File: src/rtl/sync_event_tracker.sv
// sync_event_tracker
//   Timestamps accepted sync-detect pulses against a free-running cycle
//   counter and measures the interval since the previous accepted pulse.
//   The {timestamp, interval} records are queued in a small first-word
//   fall-through FIFO and presented on an AXI-stream master. A timeout FSM
//   tracks lock and loss of the sync stream.
//
//   Ports
//     aclk, aresetn     clock / asynchronous active-low reset
//     sync_detected_i   one-cycle sync pulse from the detector
//     m_ts_*            record stream (tdata = timestamp, tuser = interval)
//     locked_o          registered copy of (state == LOCKED)
//     timeout_o         one-cycle pulse on LOCKED -> LOST
//     event_count_o     accepted pulses (wraps)
//     drop_count_o      records lost to a full FIFO (saturates)
//     fifo_level_o      current FIFO occupancy
module sync_event_tracker #(
  parameter int          TS_WIDTH       = 64,
  parameter int          FIFO_DEPTH     = 8,
  parameter logic [31:0] TIMEOUT_CYCLES = 32'd250000000,
  parameter logic [31:0] MIN_GAP_CYCLES = 32'd16
) (
  input  logic                            aclk,
  input  logic                            aresetn,
  input  logic                            sync_detected_i,
  output logic                            m_ts_tvalid,
  input  logic                            m_ts_tready,
  output logic [TS_WIDTH-1:0]             m_ts_tdata,
  output logic [31:0]                     m_ts_tuser,
  output logic                            locked_o,
  output logic                            timeout_o,
  output logic [31:0]                     event_count_o,
  output logic [15:0]                     drop_count_o,
  output logic [$clog2(FIFO_DEPTH):0]     fifo_level_o
);

  localparam int AW = $clog2(FIFO_DEPTH);
  localparam int LW = AW + 1;

  typedef enum logic [1:0] {UNLOCKED, ACQUIRE, LOCKED, LOST} state_t;

  typedef struct packed {
    logic [TS_WIDTH-1:0] ts;
    logic [31:0]         iv;
  } rec_t;

  state_t              state;
  logic [TS_WIDTH-1:0] ts_cnt;
  logic [31:0]         gap_cnt;
  rec_t                mem [FIFO_DEPTH];
  logic [AW-1:0]       wr_ptr, rd_ptr;
  logic [LW-1:0]       level;

  logic accept, pop, full, push, gap_expired;
  rec_t new_rec;

  // Pulses are debounced only while we believe we are tracking a stream;
  // from UNLOCKED/LOST any pulse starts (re)acquisition.
  assign accept = sync_detected_i &
                  ((state == UNLOCKED) | (state == LOST) | (gap_cnt >= MIN_GAP_CYCLES));
  assign gap_expired = (gap_cnt == TIMEOUT_CYCLES);

  assign pop  = m_ts_tvalid & m_ts_tready;
  assign full = (level == LW'(FIFO_DEPTH));
  // A same-cycle pop frees the slot, so a full FIFO can still take the write.
  assign push = accept & (~full | pop);

  assign new_rec.ts = ts_cnt;
  assign new_rec.iv = ((state == ACQUIRE) | (state == LOCKED)) ? gap_cnt : 32'd0;

  // tvalid derives straight from the async-reset level so it drops with reset.
  assign m_ts_tvalid  = (level != '0);
  assign m_ts_tdata   = mem[rd_ptr].ts;
  assign m_ts_tuser   = mem[rd_ptr].iv;
  assign fifo_level_o = level;

  // Combinational so the pulse lands in the cycle the timeout is detected;
  // a coincident accepted pulse suppresses it.
  assign timeout_o = (state == LOCKED) & gap_expired & ~accept;

  // Counters
  always_ff @(posedge aclk or negedge aresetn) begin
    if (!aresetn) begin
      ts_cnt        <= '0;
      gap_cnt       <= '0;
      event_count_o <= '0;
      drop_count_o  <= '0;
    end else begin
      ts_cnt <= ts_cnt + 1'b1;
      if (accept)              gap_cnt <= 32'd1;
      else if (gap_cnt != '1)  gap_cnt <= gap_cnt + 1'b1;
      if (accept) event_count_o <= event_count_o + 1'b1;
      if (accept && !push && drop_count_o != 16'hFFFF)
        drop_count_o <= drop_count_o + 1'b1;
    end
  end

  // Record FIFO (first-word fall-through; storage cleared so outputs read 0)
  always_ff @(posedge aclk or negedge aresetn) begin
    if (!aresetn) begin
      for (int i = 0; i < FIFO_DEPTH; i++) mem[i] <= '0;
      wr_ptr <= '0;
      rd_ptr <= '0;
      level  <= '0;
    end else begin
      if (push) begin
        mem[wr_ptr] <= new_rec;
        wr_ptr      <= wr_ptr + 1'b1;
      end
      if (pop) rd_ptr <= rd_ptr + 1'b1;
      case ({push, pop})
        2'b10:   level <= level + 1'b1;
        2'b01:   level <= level - 1'b1;
        default: level <= level;
      endcase
    end
  end

  // Lock FSM; an accepted pulse always takes priority over the timeout.
  always_ff @(posedge aclk or negedge aresetn) begin
    if (!aresetn) begin
      state    <= UNLOCKED;
      locked_o <= 1'b0;
    end else begin
      locked_o <= (state == LOCKED);
      case (state)
        UNLOCKED: if (accept) state <= ACQUIRE;
        ACQUIRE:  if (accept) state <= LOCKED;
                  else if (gap_expired) state <= UNLOCKED;
        LOCKED:   if (!accept && gap_expired) state <= LOST;
        LOST:     if (accept) state <= ACQUIRE;
        default:  state <= UNLOCKED;
      endcase
    end
  end

endmodule

File: config.mk
export PLATFORM = sky130hd
export DESIGN_NAME = sync_event_tracker
export DESIGN_NICKNAME = d
export VERILOG_FILES = /design/src/rtl/sync_event_tracker.sv
export SDC_FILE = /design/constraint.sdc
export NUM_CORES = 2
export LEC_CHECK = 0
export CAP_MARGIN = 20
export CORE_MARGIN = 5
export CORE_UTILIZATION = 30
export DETAILED_ROUTE_END_ITERATION = 10
export HOLD_SLACK_MARGIN = 0.02
export PLACE_DENSITY = 0.52
export SKIP_LAST_GASP = 1
export SYNTH_ARGS = -nofsm -noshare
export SYNTH_HDL_FRONTEND = slang
export SYNTH_SLANG_ARGS = --single-unit
File: constraint.sdc
create_clock -name aclk -period 6.13 [get_ports aclk]
set_input_delay 1.226 -clock aclk [delete_from_list [all_inputs] [get_ports aclk]]
set_output_delay 1.226 -clock aclk [all_outputs]
set_load 0.01 [all_outputs]
==> impl_metrics.py <==
metrics = {
    "clocking": {
        "cts_buffer_depth": 3,
        "cts_hold_buf": 0,
        "htree_levels": 3,
        "cts_setup_buffers": 0,
        "cts_resized": 0,
        "clk_latency_ns": 0.71,
        "path_clk_slew_ns": 0.06,
        "cts_root_buffer": "clkbuf_16",
        "cts_made_buffers": 105,
        "cts_tree": "done",
        "clock-sinks": 925,
    },
    "setup_path": {
        "slowest_stage": "dfrtp_4",
        "cpPeakStageDelay_ns": 0.94,
        "critPathLaunchType": "flop",
        "worstPathArrival_ns": 3.68,
        "worst-path-max-fanout": 34,
        "crit_type": "reg2out",
        "crit_required_ns": 4.90,
        "reg2reg_setup_slack_ns": 2.34,
        "cp-end-kind": "primary output",
        "crit_chain": "buf_4 > mux4_2 > mux2_2 > clkdlybuf4s50_1",
    },
    "route": {
        "ant_nets": 0,
        "wl_per_cell_um": 19.71,
        "dr.first_iter.drc_count": 1376,
        "vias": 24870,
        "viasPerCell": 4.848,
        "routed_wl_mm": 101.1,
        "drc": 0,
        "firstDrtPassIters": 5,
    },
    "timing": {
        "setup_viol": 0,
        "fmax_mhz": 203.8,
        "hold_viol": 0,
        "tns_ns": 0,
        "rsz0062_at_grt": "false",
        "tightest_slew_ns": 0.9416,
        "skew_ns": 0.05262,
        "relSlewSlack_pct": 37.23,
        "fin_crit_sh_pct": 80.04,
        "period_needed_ns": 4.907,
        "drv_slew": 0,
    },
    "yosys": {
        "synth_edf_count": 0,
        "synth_fp_nets": 3228,
        "syn_inst": 3211,
        "ys_ff_latch": 925,
        "avgSynthCellArea_um2": 12.92,
        "synth_area_um2": 41480,
        "synth_flop_cell": "dfrtp_1",
        "yosys_warnings": 0,
        "yosysUniqueCellTypes": 57,
        "ys_async_sr_fraction_pct": 100.0,
        "yosysSeqAreaShare_pct": 55.80,
    },
    "placement": {
        "place_congestion": 0.7242,
        "post-dp-hpwl_mm": 58.69,
        "io_buffers": 154,
        "place_area_um2": 44810,
    },
    "pwr": {
        "power.share.switching_pct": 30.42,
        "ir_drop_v": 0.0002986,
        "p_leak_uw": 0.02161,
        "p_clk_share_pct": 36.4,
        "p_sw_uw": 5297,
        "internal_power_uw": 12120,
        "cellPowerDensity_nw_per_um2": 360.3,
        "p_comb_share_pct": 22.8,
        "power_uw": 17410,
        "pwr-share-seq_pct": 40.7,
    },
    "die": {
        "die_h_um": 381.9,
        "core_area_um2": 137500,
        "fp.dieW_um": 381.9,
        "rows": 136,
        "die_area_um2": 145800,
        "pin_count": 155,
        "start_util_pct": 30.17,
    },
    "final_layout": {
        "fin_nets": 3274,
        "stdcell_area_um2": 48320,
        "final_util_pct": 35.15,
        "diodes": 0,
        "seqCellArea_um2": 23160,
        "syn_to_final_growth_pct": 16.49,
        "drive_gt1_share_pct": 28.29,
        "fillers": 13470,
        "multi_input_area_um2": 17170,
    },
    "grt": {
        "grt_pass1_vias": 26230,
        "grt_pass1_wl_mm": 161.4,
        "overflow": 0,
        "grt_usage_pct": 13.93,
        "antenna_found_initial": 2,
        "grt_max_degree": 141,
    },
    "status": {
        "status": "finished clean",
    },
    "flow_run": {
        "max_cap_violations": 0,
    },
    "worst_hold_path": {
        "hp-class": "reg2reg",
    },
}
[metal layers]
layer | vias to the layer above | GRT usage, % | wire length [µm]
met5 | - | 0 | 0
met4 | 0 | 3.532 | 2030
met3 | 117 | 2.065 | 2767
met2 | 269 | 22.84 | 48210
met1 | 12950 | 19.47 | 48130
li1 | 11540 | - | -
[synth_stat cells (3+ instances only)]
cell type | count | share of area, %
inv_1 | 26 | 0.24
nor3_1 | 28 | 0.34
ha_1 | 12 | 0.36
nand2b_1 | 33 | 0.50
o21ai_0 | 362 | 4.4
dfrtp_1 | 925 | 56
and3_1 | 23 | 0.35
a311oi_1 | 4 | 0.084
nand2_1 | 412 | 3.7
or4_1 | 4 | 0.072
mux2_2 | 515 | 14
a21oi_1 | 13 | 0.16
mux4_2 | 192 | 10
o2111ai_1 | 5 | 0.11
nor4_1 | 25 | 0.38
nor2_1 | 49 | 0.44
buf_2 | 101 | 1.2
xor2_1 | 51 | 1.1
nor4_2 | 5 | 0.15
o2111ai_2 | 5 | 0.18
buf_4 | 5 | 0.090
clkinv_1 | 6 | 0.054
and4_1 | 15 | 0.32
a211oi_1 | 3 | 0.054
xnor2_1 | 85 | 1.8
a31oi_1 | 7 | 0.11
or2_2 | 3 | 0.045
nand4_1 | 40 | 0.60
clkbuf_1 | 144 | 1.3
nand3_1 | 57 | 0.69
or3_1 | 12 | 0.18
buf_1 | 14 | 0.13
[final cells by class]
| cell class | count | share of cell area, % |
|---|---|---|
| clock inverters | 32 | 0.8985 |
| flip-flops and latches | 925 | 47.92 |
| inverters | 32 | 0.2486 |
| multi-input cells | 1988 | 35.54 |
| repair buffers | 205 | 4.381 |
| well taps | 1794 | 4.645 |
| clock buffers | 155 | 6.367 |
[cell usage in the layout (no fill, tap or decap), types with 8 or more instances in the layout]
master,n
inv_1,26
nand3_1,57
and3_1,23
or3_1,12
nor2_1,49
buf_12,15
ha_1,12
a21oi_1,13
nand2b_1,33
nand4_1,40
buf_4,36
mux4_2,192
clkbuf_8,24
nor3_1,28
dfrtp_1,922
o2111ai_4,8
clkinv_2,14
and4_1,15
clkbuf_16,106
clkbuf_1,25
nor4_1,25
nand2_1,412
mux2_2,515
xnor2_1,85
xor2_1,51
o21ai_0,362
clkdlybuf4s50_1,153
[path summary, 6_finish.rpt]
path,from,endpoint,cells after the start
worst min register to register,ts_cnt[60],ts_cnt[60],1
max in group asynchronous,aresetn,mem[286],2
min in group asynchronous,aresetn,mem[639],1
worst max register to register,state[0],mem[265],9
worst min-delay path,ts_cnt[60],ts_cnt[60],1
worst max-delay path,rd_ptr[0],m_ts_tuser[17],4
[logic make-up after synthesis]
group / Yosys count / share of synthesized area, %
AO/OA/AOI/OAI: 412 / 5.320
XOR/XNOR: 136 / 2.871
adder cells (fa/ha/maj): 13 / 0.4102
buffers and inverters: 298 / 3.082
flip-flops: 925 / 55.80
multiplexers: 709 / 24.45
AND/OR/NAND/NOR: 718 / 8.065
[critical path, delay by kind of cell (launching register included)]
| kind | cells | cell delay [ns] |
|---|---|---|
| buffers and inverters | 2 | 1.14 |
| flip-flops | 1 | 0.94 |
| multiplexers | 2 | 0.84 |
[power by group through the flow]
stage	Combinational (µW)	Sequential [µW]	Clock [µW]
floorplan	2840	6890	0
global placement	4050	7200	0
detailed placement	4090	7210	0
CTS	4090	7100	6560
global route	4340	7170	6790
finish	3970	7090	6350
[metrics by stage]
step	hold WS, ns	setup slack, ns	instances
after floorplan	0.4446	2.904	3211
after global placement	0.4560	1.445	4944
after detailed placement	0.4637	1.432	4944
after CTS	0.4717	1.077	5131
after global routing	0.4854	0.9982	5131
final	0.4688	1.223	5131
[state kept, by name (all words and copies together) (netlist names)]
register	flops
event_count_o	32
ts_cnt	64
locked_o	1
mem	768
gap_cnt	32
fifo_level_o	4
rd_ptr	3
drop_count_o	16
wr_ptr	3
state	2
No activity file was read; power rests on OpenSTA's default activity.
